File: config.mk
export PLATFORM = sky130hd
export DESIGN_NAME = attn_out_stream_writer
export DESIGN_NICKNAME = d
export VERILOG_FILES = /design/src/rtl/attn_out_stream_writer.sv
export SDC_FILE = /design/constraint.sdc
export NUM_CORES = 1
export LEC_CHECK = 0
export ABC_AREA = 1
export BUFFER_PORTS_ARGS = -buffer_cell sky130_fd_sc_hd__buf_4
export CAP_MARGIN = 20
export CORE_MARGIN = 10
export CORE_UTILIZATION = 56
export DETAILED_ROUTE_END_ITERATION = 8
export MAX_ROUTING_LAYER = met4
export PLACE_DENSITY = 0.85
export SLEW_MARGIN = 0
export SYNTH_ARGS = -nofsm -noshare
export SYNTH_HDL_FRONTEND = slang
export SYNTH_SLANG_ARGS = --single-unit
File: constraint.sdc
create_clock -name clk -period 22.1 [get_ports clk]
set_input_delay 1.105 -clock clk [delete_from_list [all_inputs] [get_ports clk]]
set_output_delay 1.105 -clock clk [all_outputs]
set_load 0.05 [all_outputs]
File: src/rtl/attn_out_stream_writer.sv
// Attention-output stream sink: buffers (row, tile) vectors in a small FIFO and writes them into
// the output SRAM through a granted port, tracking slot coverage and protocol errors per frame.
module attn_out_stream_writer #(
  parameter int unsigned FIFO_DEPTH = 4,
  parameter logic [6:0]  O_BASE     = 7'd0,
  parameter int unsigned SLOTS      = 128
) (
  input  logic                          clk,
  input  logic                          rst,
  input  logic                          frame_start,
  input  logic [127:0]                  in_vec,
  input  logic [1:0]                    in_row,
  input  logic [4:0]                    in_tile,
  input  logic                          in_valid,
  output logic [6:0]                    O_mem_addr,
  output logic [127:0]                  O_mem_wdata,
  output logic                          O_mem_we,
  input  logic                          O_mem_gnt,
  output logic [$clog2(FIFO_DEPTH):0]   fifo_level,
  output logic [7:0]                    written_cnt,
  output logic                          busy,
  output logic                          frame_done,
  output logic                          overflow,
  output logic                          dup_err,
  output logic                          seq_err
);

  localparam int unsigned PtrW = $clog2(FIFO_DEPTH);
  localparam logic [PtrW:0] DepthW = FIFO_DEPTH[PtrW:0];

  typedef struct packed {
    logic [6:0]   slot;
    logic [127:0] vec;
  } entry_t;

  entry_t            fifo_mem [FIFO_DEPTH];
  entry_t            head, in_entry;
  logic [PtrW:0]     wr_ptr_q, wr_ptr_d, rd_ptr_q, rd_ptr_d, level;
  logic [PtrW-1:0]   wr_idx;
  logic              full, empty, pop, push, commit;
  logic              stage_we_q, stage_we_d;
  logic [6:0]        stage_slot_q, stage_slot_d;
  logic [127:0]      stage_data_q, stage_data_d;
  logic [SLOTS-1:0]  bitmap_q, bitmap_d;
  logic [7:0]        cnt_q, cnt_d;
  logic [6:0]        exp_q, exp_d, exp_base;
  logic              done_q, done_d, ovf_q, ovf_d, dup_q, dup_d, seq_q, seq_d;

  always_comb begin
    in_entry = {in_row, in_tile, in_vec};
    level    = wr_ptr_q - rd_ptr_q;
    full     = (level == DepthW);
    empty    = (level == '0);
    head     = fifo_mem[rd_ptr_q[PtrW-1:0]];
    // frame_start flushes everything, so nothing is popped or committed on that edge
    pop      = !empty && (!stage_we_q || O_mem_gnt) && !frame_start;
    commit   = stage_we_q && O_mem_gnt && !frame_start;
    push     = in_valid && (frame_start || !full || pop);
    wr_idx   = frame_start ? '0 : wr_ptr_q[PtrW-1:0];

    if (frame_start) begin
      rd_ptr_d = '0;
      wr_ptr_d = {{PtrW{1'b0}}, push};
    end else begin
      rd_ptr_d = rd_ptr_q + {{PtrW{1'b0}}, pop};
      wr_ptr_d = wr_ptr_q + {{PtrW{1'b0}}, push};
    end

    stage_we_d   = stage_we_q;
    stage_slot_d = stage_slot_q;
    stage_data_d = stage_data_q;
    if (frame_start) begin
      stage_we_d = 1'b0;
    end else if (pop) begin
      stage_we_d   = 1'b1;
      stage_slot_d = head.slot;
      stage_data_d = head.vec;
    end else if (commit) begin
      stage_we_d = 1'b0;
    end

    bitmap_d = bitmap_q;
    cnt_d    = cnt_q;
    dup_d    = dup_q;
    done_d   = 1'b0;
    if (frame_start) begin
      bitmap_d = '0;
      cnt_d    = '0;
      dup_d    = 1'b0;
    end else if (commit) begin
      if (bitmap_q[stage_slot_q]) begin
        dup_d = 1'b1;
      end else begin
        bitmap_d[stage_slot_q] = 1'b1;
        cnt_d  = cnt_q + 8'd1;
        done_d = (cnt_q == 8'(SLOTS - 1));
      end
    end

    ovf_d    = frame_start ? 1'b0 : (ovf_q | (in_valid && !push));
    exp_base = frame_start ? 7'd0 : exp_q;
    seq_d    = frame_start ? 1'b0 : seq_q;
    exp_d    = exp_base;
    if (push) begin
      if (in_entry.slot != exp_base) seq_d = 1'b1;
      exp_d = in_entry.slot + 7'd1;
    end
  end

  // Storage carries no reset; occupancy is defined by the pointers alone.
  always_ff @(posedge clk) begin
    if (push) fifo_mem[wr_idx] <= in_entry;
  end

  always_ff @(posedge clk or negedge rst) begin
    if (!rst) begin
      wr_ptr_q     <= '0;
      rd_ptr_q     <= '0;
      stage_we_q   <= 1'b0;
      stage_slot_q <= '0;
      stage_data_q <= '0;
      bitmap_q     <= '0;
      cnt_q        <= '0;
      exp_q        <= '0;
      done_q       <= 1'b0;
      ovf_q        <= 1'b0;
      dup_q        <= 1'b0;
      seq_q        <= 1'b0;
    end else begin
      wr_ptr_q     <= wr_ptr_d;
      rd_ptr_q     <= rd_ptr_d;
      stage_we_q   <= stage_we_d;
      stage_slot_q <= stage_slot_d;
      stage_data_q <= stage_data_d;
      bitmap_q     <= bitmap_d;
      cnt_q        <= cnt_d;
      exp_q        <= exp_d;
      done_q       <= done_d;
      ovf_q        <= ovf_d;
      dup_q        <= dup_d;
      seq_q        <= seq_d;
    end
  end

  assign O_mem_addr  = O_BASE + stage_slot_q;
  assign O_mem_wdata = stage_data_q;
  assign O_mem_we    = stage_we_q;
  assign fifo_level  = level;
  assign written_cnt = cnt_q;
  assign busy        = !empty || stage_we_q;
  assign frame_done  = done_q;
  assign overflow    = ovf_q;
  assign dup_err     = dup_q;
  assign seq_err     = seq_q;

endmodule
==> run summary, run 1 <==
status -> complete, no violations
number of DRC markers in iteration 0 -> 2762
clock latency on the worst-skew pair -> 0.63 ns
I/O Pins -> 292
Die Y-Extent -> 265.4 µm
vias in the first global route -> 23573
CP Max Fanout -> 81
flops & latches, synth -> 829
P_leak -> 15.85 nW
cts bufs inserted -> 79
Placer Congestion -> 0.7992
clock skew -> 0.04368 ns
DIE AREA -> 70440 µm²
largest net degree at the start of global routing -> 194
remaining global-route overflow -> 0
Slew Limit Fails -> 0
Cell Area, Synth -> 33730 µm²
Post-synth EDFFs -> 540
most common cell in the netlist -> nand2_1
ys async rst share -> 34.86%
hold buffers post-CTS -> 0
arrival time at the worst endpoint -> 5.01 ns
minimum clock period -> 4.765 ns
core area -> 59350 µm²
main combinational cell family by area after synthesis -> simple AND/OR/NAND/NOR gates
setup TNS -> 0 ns
Layout area overhead -> 16.70%
DR vias/cell -> 5.758
DR DRC count -> 0
Final Cell Area -> 39360 µm²
CP Class -> reg -> reg
clock sink count -> 829
Routed WL -> 85.65 mm
wire per inst -> 20.75 µm
# Max-Cap Violations -> 0
Clock transition at path regs -> 0.06 ns
worst slew margin relative to its limit -> 23.72%
peak supply drop -> 0.0001114 V
Mapped Nets -> 3193
FMAX -> 209.9 MHz
post-layout util -> 66.31%
Post-synth top cells -> 847 x nand2_1, 540 x edfxtp_1, 479 x nor2_1
adder-cell area share of the yosys netlist -> 0.3190%
Fillers -> 4045
chip width -> 265.4 µm
type of the tightest min-delay check -> reg -> reg
ys flop type -> edfxtp_1
Synth Area in Simple Gates -> 16.41%
via count -> 23763
post-synth top area share -> 48.08%
CP Capture Type -> register
dominant cells by area after synthesis -> edfxtp_1 48%, dfrtp_1 21%, nand2_1 9.4%
yosys warns -> 0
syn_area_per_cell -> 11.08 µm²
Post-CTS Setup Bufs -> 0
share of cells above drive strength 1 -> 17.26%
initial antenna violation count -> 18
Synth Area in Compound Gates -> 9.130%
drt first pass iters -> 5
area post-placement -> 36370 µm²
unrepaired setup endpoints after global routing -> false
Tot GR Track Use -> 24.37%
row cnt -> 89
endpoints failing setup -> 0
clock buffer depth -> 3
crit share post-route -> 21.56%
Net count, final -> 3413
CP Data Required Time -> 22.35 ns
H-tree levels -> 3
CP Launch Type -> register
clk root buf -> clkbuf_16
Routed Antenna Nets -> 0
initial core utilization -> 56.82%
worst-margin pin slew -> 1.143 ns
TritonCTS clock tree -> built
HPWL Detailed -> 47.33 mm
Seq/Total Area, Yosys -> 69.52%
Post-Syn Instances -> 3045
Synth Area in XOR/XNOR -> 0.4934%
Final Non-Filler Cells -> 4127
PD cells -> 133.6 nW/µm²
Placed Cells -> 3954
Port Buffers -> 291
Final Hold Violating Endpoints -> 0
global-route wire length before repair -> 131.6 mm
multiplexer area fraction after synthesis -> 0%
Yosys cell types -> 35
CTS resizes -> 0
cell taking the most area after synthesis -> edfxtp_1
worst max-delay path, stage by stage, from the launching register on:
cell and delay, ns:
dfrtp_4 1.00, ha_1 0.31, fa_1 0.44, nand2_1 0.08, inv_1 0.05, nand2_1 0.12, nand3_4 0.40, nand4_1 0.26
nand2_1 0.23, nor3_2 0.20, buf_4 0.46, buf_4 0.77
power by group:
group,total [mW],internal (mW),switching [mW]
Clock,1.47,0.864,0.603
Sequential,2.01,1.86,0.154
Combinational,1.78,0.465,1.31
Total,5.26,3.19,2.07
routing by layer:
layer | up-vias | wire length (µm) | global-route usage (%)
li1 | 10754 | - | -
met1 | 11639 | 32520 | 29.72
met2 | 1205 | 42810 | 39.24
met3 | 165 | 7920 | 5.674
met4 | 0 | 2406 | 9.349
met5 | - | 0 | -
state kept, by name, indices dropped and copies added (netlist names):
name	flops
O_mem_wdata	128
O_mem_we	1
bitmap_q	128
dup_err	1
exp_q	7
fifo_mem	540
frame_done	1
overflow	1
rd_ptr_q	3
seq_err	1
stage_slot_q	7
wr_ptr_q	3
written_cnt	8
path summary, 6_finish.rpt:
kind	startpoint	to	slack, ns	depth (start not counted)
max reg2reg	rd_ptr_q[0]	fifo_mem[3][20]	17.33	11
min reg2reg	bitmap_q[84]	bitmap_q[84]	0.47	2
max in group asynchronous	rst	O_mem_wdata[74]	19.93	2
min	bitmap_q[84]	bitmap_q[84]	0.47	2
max	rd_ptr_q[0]	fifo_mem[3][20]	17.33	11
min in group asynchronous	rst	O_mem_wdata[34]	0.58	1
layout make-up:
cell class	count	area [µm²]	area share [%]
sequential	829	23460	59.60
multi-input combinational	1885	8957	22.76
timing repair buffer	317	2470	6.275
clock buffer	102	2145	5.449
tap	773	967.2	2.457
clock inverter	46	721.9	1.834
inverter	153	586.8	1.491
antenna	22	55.05	0.1399
cells in the final DEF, fill, tap and decap left out, types with 4 or more instances in the layout:
| cell | count |
|---|---|
| o21ai_1 | 10 |
| nand3_1 | 70 |
| clkbuf_16 | 80 |
| xnor2_1 | 6 |
| o32ai_1 | 135 |
| buf_4 | 310 |
| nor2_1 | 473 |
| nor3_1 | 4 |
| o21ai_0 | 168 |
| nor2_2 | 8 |
| clkbuf_8 | 6 |
| clkinv_2 | 13 |
| nand4_1 | 9 |
| clkbuf_1 | 16 |
| ha_1 | 7 |
| clkinv_16 | 4 |
| o21ai_2 | 110 |
| inv_1 | 149 |
| dfrtp_1 | 286 |
| buf_12 | 5 |
| or2_1 | 6 |
| clkinv_1 | 8 |
| bufinv_16 | 14 |
| nand2_1 | 847 |
| xor2_1 | 13 |
| diode_2 | 22 |
| edfxtp_1 | 540 |
cell families after synthesis:
logic type | count (synthesis)
AND/OR/NAND/NOR | 1429
flip-flops | 829
AO/OA/AOI/OAI | 429
buffers and inverters | 331
XOR/XNOR | 19
adder cells (fa/ha/maj) | 8
through the flow:
| step | hold WS [ns] | worst slack (ns) | total power, mW |
|---|---|---|---|
| 6_report | 0.4736 | 17.33 | 5.256 |
| 3_3_place_gp | 0.4570 | 16.91 | 3.731 |
| 2_1_floorplan | 0.4471 | 6.549 | 3.214 |
| 5_1_grt | 0.4933 | 16.98 | 5.480 |
| 3_5_place_dp | 0.4600 | 16.77 | 3.775 |
| 4_1_cts | 0.4748 | 16.75 | 5.253 |
Power figures use the tool's default switching activity.
==> inputs of run 2 (changes only) <==
--- a/config.mk
+++ b/config.mk
@@ -5,7 +5,7 @@
 export SDC_FILE = /design/constraint.sdc
 export NUM_CORES = 1
 export LEC_CHECK = 0
-export ABC_AREA = 1
+export ABC_AREA = 0
 export BUFFER_PORTS_ARGS = -buffer_cell sky130_fd_sc_hd__buf_4
 export CAP_MARGIN = 20
 export CORE_MARGIN = 10
==> constraint.sdc (replaced) <==
create_clock -name clk -period 4.8 [get_ports clk]
set_input_delay 0.24 -clock clk [delete_from_list [all_inputs] [get_ports clk]]
set_output_delay 0.24 -clock clk [all_outputs]
set_load 0.05 [all_outputs]
==> run summary, run 2 <==
footprint of the multi-input gates -> 7655 µm² (-15%)
Die Y-Extent -> 258.6 µm (-2.6%)
cts bufs inserted -> 81 (+2.5%)
Post-Syn Instances -> 1727 (-43%)
number of DRC markers in iteration 0 -> 2164 (-22%)
TritonCTS clock tree -> built
clock sink count -> 829 (unchanged)
P_leak -> 14.36 nW (-9.4%)
DIE AREA -> 66890 µm² (-5.0%)
Layout area overhead -> 23.72%
yosys warns -> 0 (unchanged)
wire per inst -> 28.38 µm (+37%)
cell-internal power -> 15.28 mW (+380%)
status -> complete, no violations
syn_area_per_cell -> 18.47 µm² (+67%)
Post-synth EDFFs -> 540 (unchanged)
register share of total power -> 39.0% (+0.7 points)
Cell Area, Synth -> 31890 µm² (-5.4%)
main combinational cell family by area after synthesis -> multiplexers
post-synth top area share -> 50.85% (+2.8 points)
Port Buffers -> 291 (unchanged)
clock skew -> 0.04843 ns (+0.004748 ns)
CTS resizes -> 0 (unchanged)
Yosys cell types -> 43 (+23%)
Synth Area in Simple Gates -> 2.417% (-14 points)
crit path cell chain -> buf_4 > mux4_2 > mux4_2 > mux4_2 > a2bb2oi_4 > nor3b_4 > and4_1 > mux2_1
ys flop type -> edfxtp_1
core area -> 56390 µm² (-5.0%)
Placer Congestion -> 0.8457 (+5.8%)
Clk pwr share -> 28.5% (+0.6 points)
unrepaired setup endpoints after global routing -> false
CP Class -> reg -> reg
clock buffer depth -> 3 (unchanged)
remaining global-route overflow -> 0 (unchanged)
worst-margin pin slew -> 1.140 ns (-0.002901 ns)
drt first pass iters -> 6 (+1)
Clock transition at path regs -> 0.06 ns (about the same)
arrival time at the worst endpoint -> 4.30 ns (-0.71 ns)
row cnt -> 87 (-2.2%)
DR vias/cell -> 6.116 (+6.2%)
logic gate share of total power -> 32.5% (-1.3 points)
flops & latches, synth -> 829 (unchanged)
H-tree levels -> 3 (unchanged)
Seq/Total Area, Yosys -> 73.52% (+4.0 points)
cell taking the most area after synthesis -> edfxtp_1
clock latency on the worst-skew pair -> 0.65 ns (+0.02 ns)
Synth Area in XOR/XNOR -> 0.4119% (-0.081 points)
Mapped Nets -> 1875 (-41%)
clk root buf -> clkbuf_16
initial antenna violation count -> 12 (-6)
Top reg by flops -> fifo_mem
Sw Share -> 35.65% (-3.7 points)
multiplexer area fraction after synthesis -> 17.23% (+17 points)
Critical Path Slowest Stage Cell -> dfrtp_2
minimum clock period -> 3.814 ns (-0.9513 ns)
CP Data Required Time -> 5.29 ns (-17.06 ns)
chip width -> 258.6 µm (-2.6%)
worst slew margin relative to its limit -> 24.00% (+0.28 points)
via count -> 18453 (-22%)
ys async rst share -> 34.86% (unchanged)
Place WS -> 1.056 ns (-15.71 ns)
DR DRC count -> 0 (unchanged)
global-route wire length before repair -> 129.2 mm (-1.8%)
Slew Limit Fails -> 0 (unchanged)
Fillers -> 3255 (-20%)
I/O Pins -> 292 (unchanged)
# Max-Cap Violations -> 0 (unchanged)
Routed Antenna Nets -> 0 (unchanged)
crit share post-route -> 79.45% (+58 points)
commonest cells after routing, fill and taps aside -> 540 x edfxtp_1, 310 x buf_4, 286 x dfrtp_1, 166 x mux4_2
Post-CTS Setup Bufs -> 0 (unchanged)
CP Max Fanout -> 17 (-79%)
Routed WL -> 85.62 mm (about the same)
most common cell in the netlist -> edfxtp_1
endpoints failing setup -> 0 (unchanged)
Post-synth top cells -> 540 x edfxtp_1, 289 x dfrtp_1, 166 x mux4_2
dominant cells by area after synthesis -> edfxtp_1 51%, dfrtp_1 23%, mux4_2 12%
PD cells -> 601.8 nW/µm² (+350%)
Top cell by count, worst path -> mux4_2
FMAX -> 262.2 MHz (+25%)
register area -> 23460 µm² (unchanged)
Final Hold Violating Endpoints -> 0 (unchanged)
CP Capture Type -> register
Synth Area in Compound Gates -> 3.260% (-5.9 points)
adder-cell area share of the yosys netlist -> 0.3374% (+0.018 points)
total power -> 23.75 mW (+350%)
worst stage delay on the critical path -> 0.64 ns (-0.36 ns)
largest net degree at the start of global routing -> 124 (-36%)
type of the tightest min-delay check -> in -> reg
Net count, final -> 2330 (-32%)
initial core utilization -> 56.56% (-0.27 points)
flip-flop count of the largest register after layout -> 540 (unchanged)
HPWL Detailed -> 44.15 mm (-6.7%)
share of cells above drive strength 1 -> 34.46% (+17 points)
P_sw -> 8.465 mW (+310%)
leading cell type in the layout, fill and taps excluded -> edfxtp_1
vias in the first global route -> 19824 (-16%)
Tot GR Track Use -> 26.36% (+2.0 points)
crit path setup slack, layout -> 0.9862 ns (-16.35 ns)
peak supply drop -> 0.0005399 V (+380%)
CP Launch Type -> register
[run 2: repair_timing]
action,in CTS,in global routing
hold buffers,138,0
endpoints found under the setup margin,0,0
hold endpoints to repair,623,0
[run 2: kinds of logic after synthesis]
family,Yosys count
DFF,829
muxes,324
buffers and inverters,228
AOI/OAI and AO/OA,163
and+or+nand+nor,160
xor gates and xnor gates,15
adders and majority gates,8
[run 2: worst max-delay path: cells and delay by family (launching register included)]
| kind | cells | cell delay [ns] |
|---|---|---|
| AOI/OAI and AO/OA | 1 | 0.26 |
| muxes | 4 | 1.68 |
| buffers and inverters | 1 | 0.37 |
| DFF | 1 | 0.64 |
| and+or+nand+nor | 2 | 0.71 |
[run 2: worst paths after layout]
check,slack (ns),from,cells after the start,endpoint
worst max register to register,0.99,stage_slot_q[0],8,written_cnt[6]
min in group asynchronous,0.22,rst,2,bitmap_q[80]
worst min register to register,0.51,O_mem_wdata[99],1,O_mem_wdata[99]
worst min-delay path,0.13,frame_start,2,wr_ptr_q[1]
max in group asynchronous,3.41,rst,3,rd_ptr_q[1]
worst max-delay path,0.99,stage_slot_q[0],8,written_cnt[6]
[run 2: cell type report]
| type | count | share of cell area [%] |
|---|---|---|
| clock inverter | 39 | 1.443 |
| sequential | 829 | 59.45 |
| tap | 756 | 2.397 |
| timing repair buffer | 464 | 10.22 |
| multi-input combinational | 670 | 19.40 |
| clock buffer | 111 | 5.727 |
| antenna | 12 | 0.07610 |
| inverter | 136 | 1.294 |
[run 2: power by group through the flow]
stage	combinational (mW)	sequential, mW	clock [mW]
CTS	7.62	9.19	6.71
detailed placement	7.39	9.27	0
global placement	7.22	9.22	0
global route	8.03	9.31	7.09
floorplan	3.18	11.1	0
finish	7.71	9.25	6.78
[run 2: metrics by stage]
stage	instances	cell area [µm²]	hold WS [ns]	util (%)	setup TNS, ns
2_1_floorplan	1727	32010	-0.05559	-	-454.30
3_3_place_gp	2716	35190	0.2547	62.41	0
3_5_place_dp	2716	35190	0.2703	62.41	0
4_1_cts	3004	39400	0.07926	69.88	0
5_1_grt	3017	39460	0.1557	69.98	0
6_report	3017	39460	0.1252	69.98	0
[run 2: layer usage]
metal | global-route usage (%) | up-vias | wire length [µm]
met4 | 9.884 | 0 | 3327
li1 | - | 7580 | -
met2 | 44.09 | 1133 | 44980
met1 | 31.50 | 9521 | 30140
met3 | 5.258 | 219 | 7170
met5 | - | - | 0
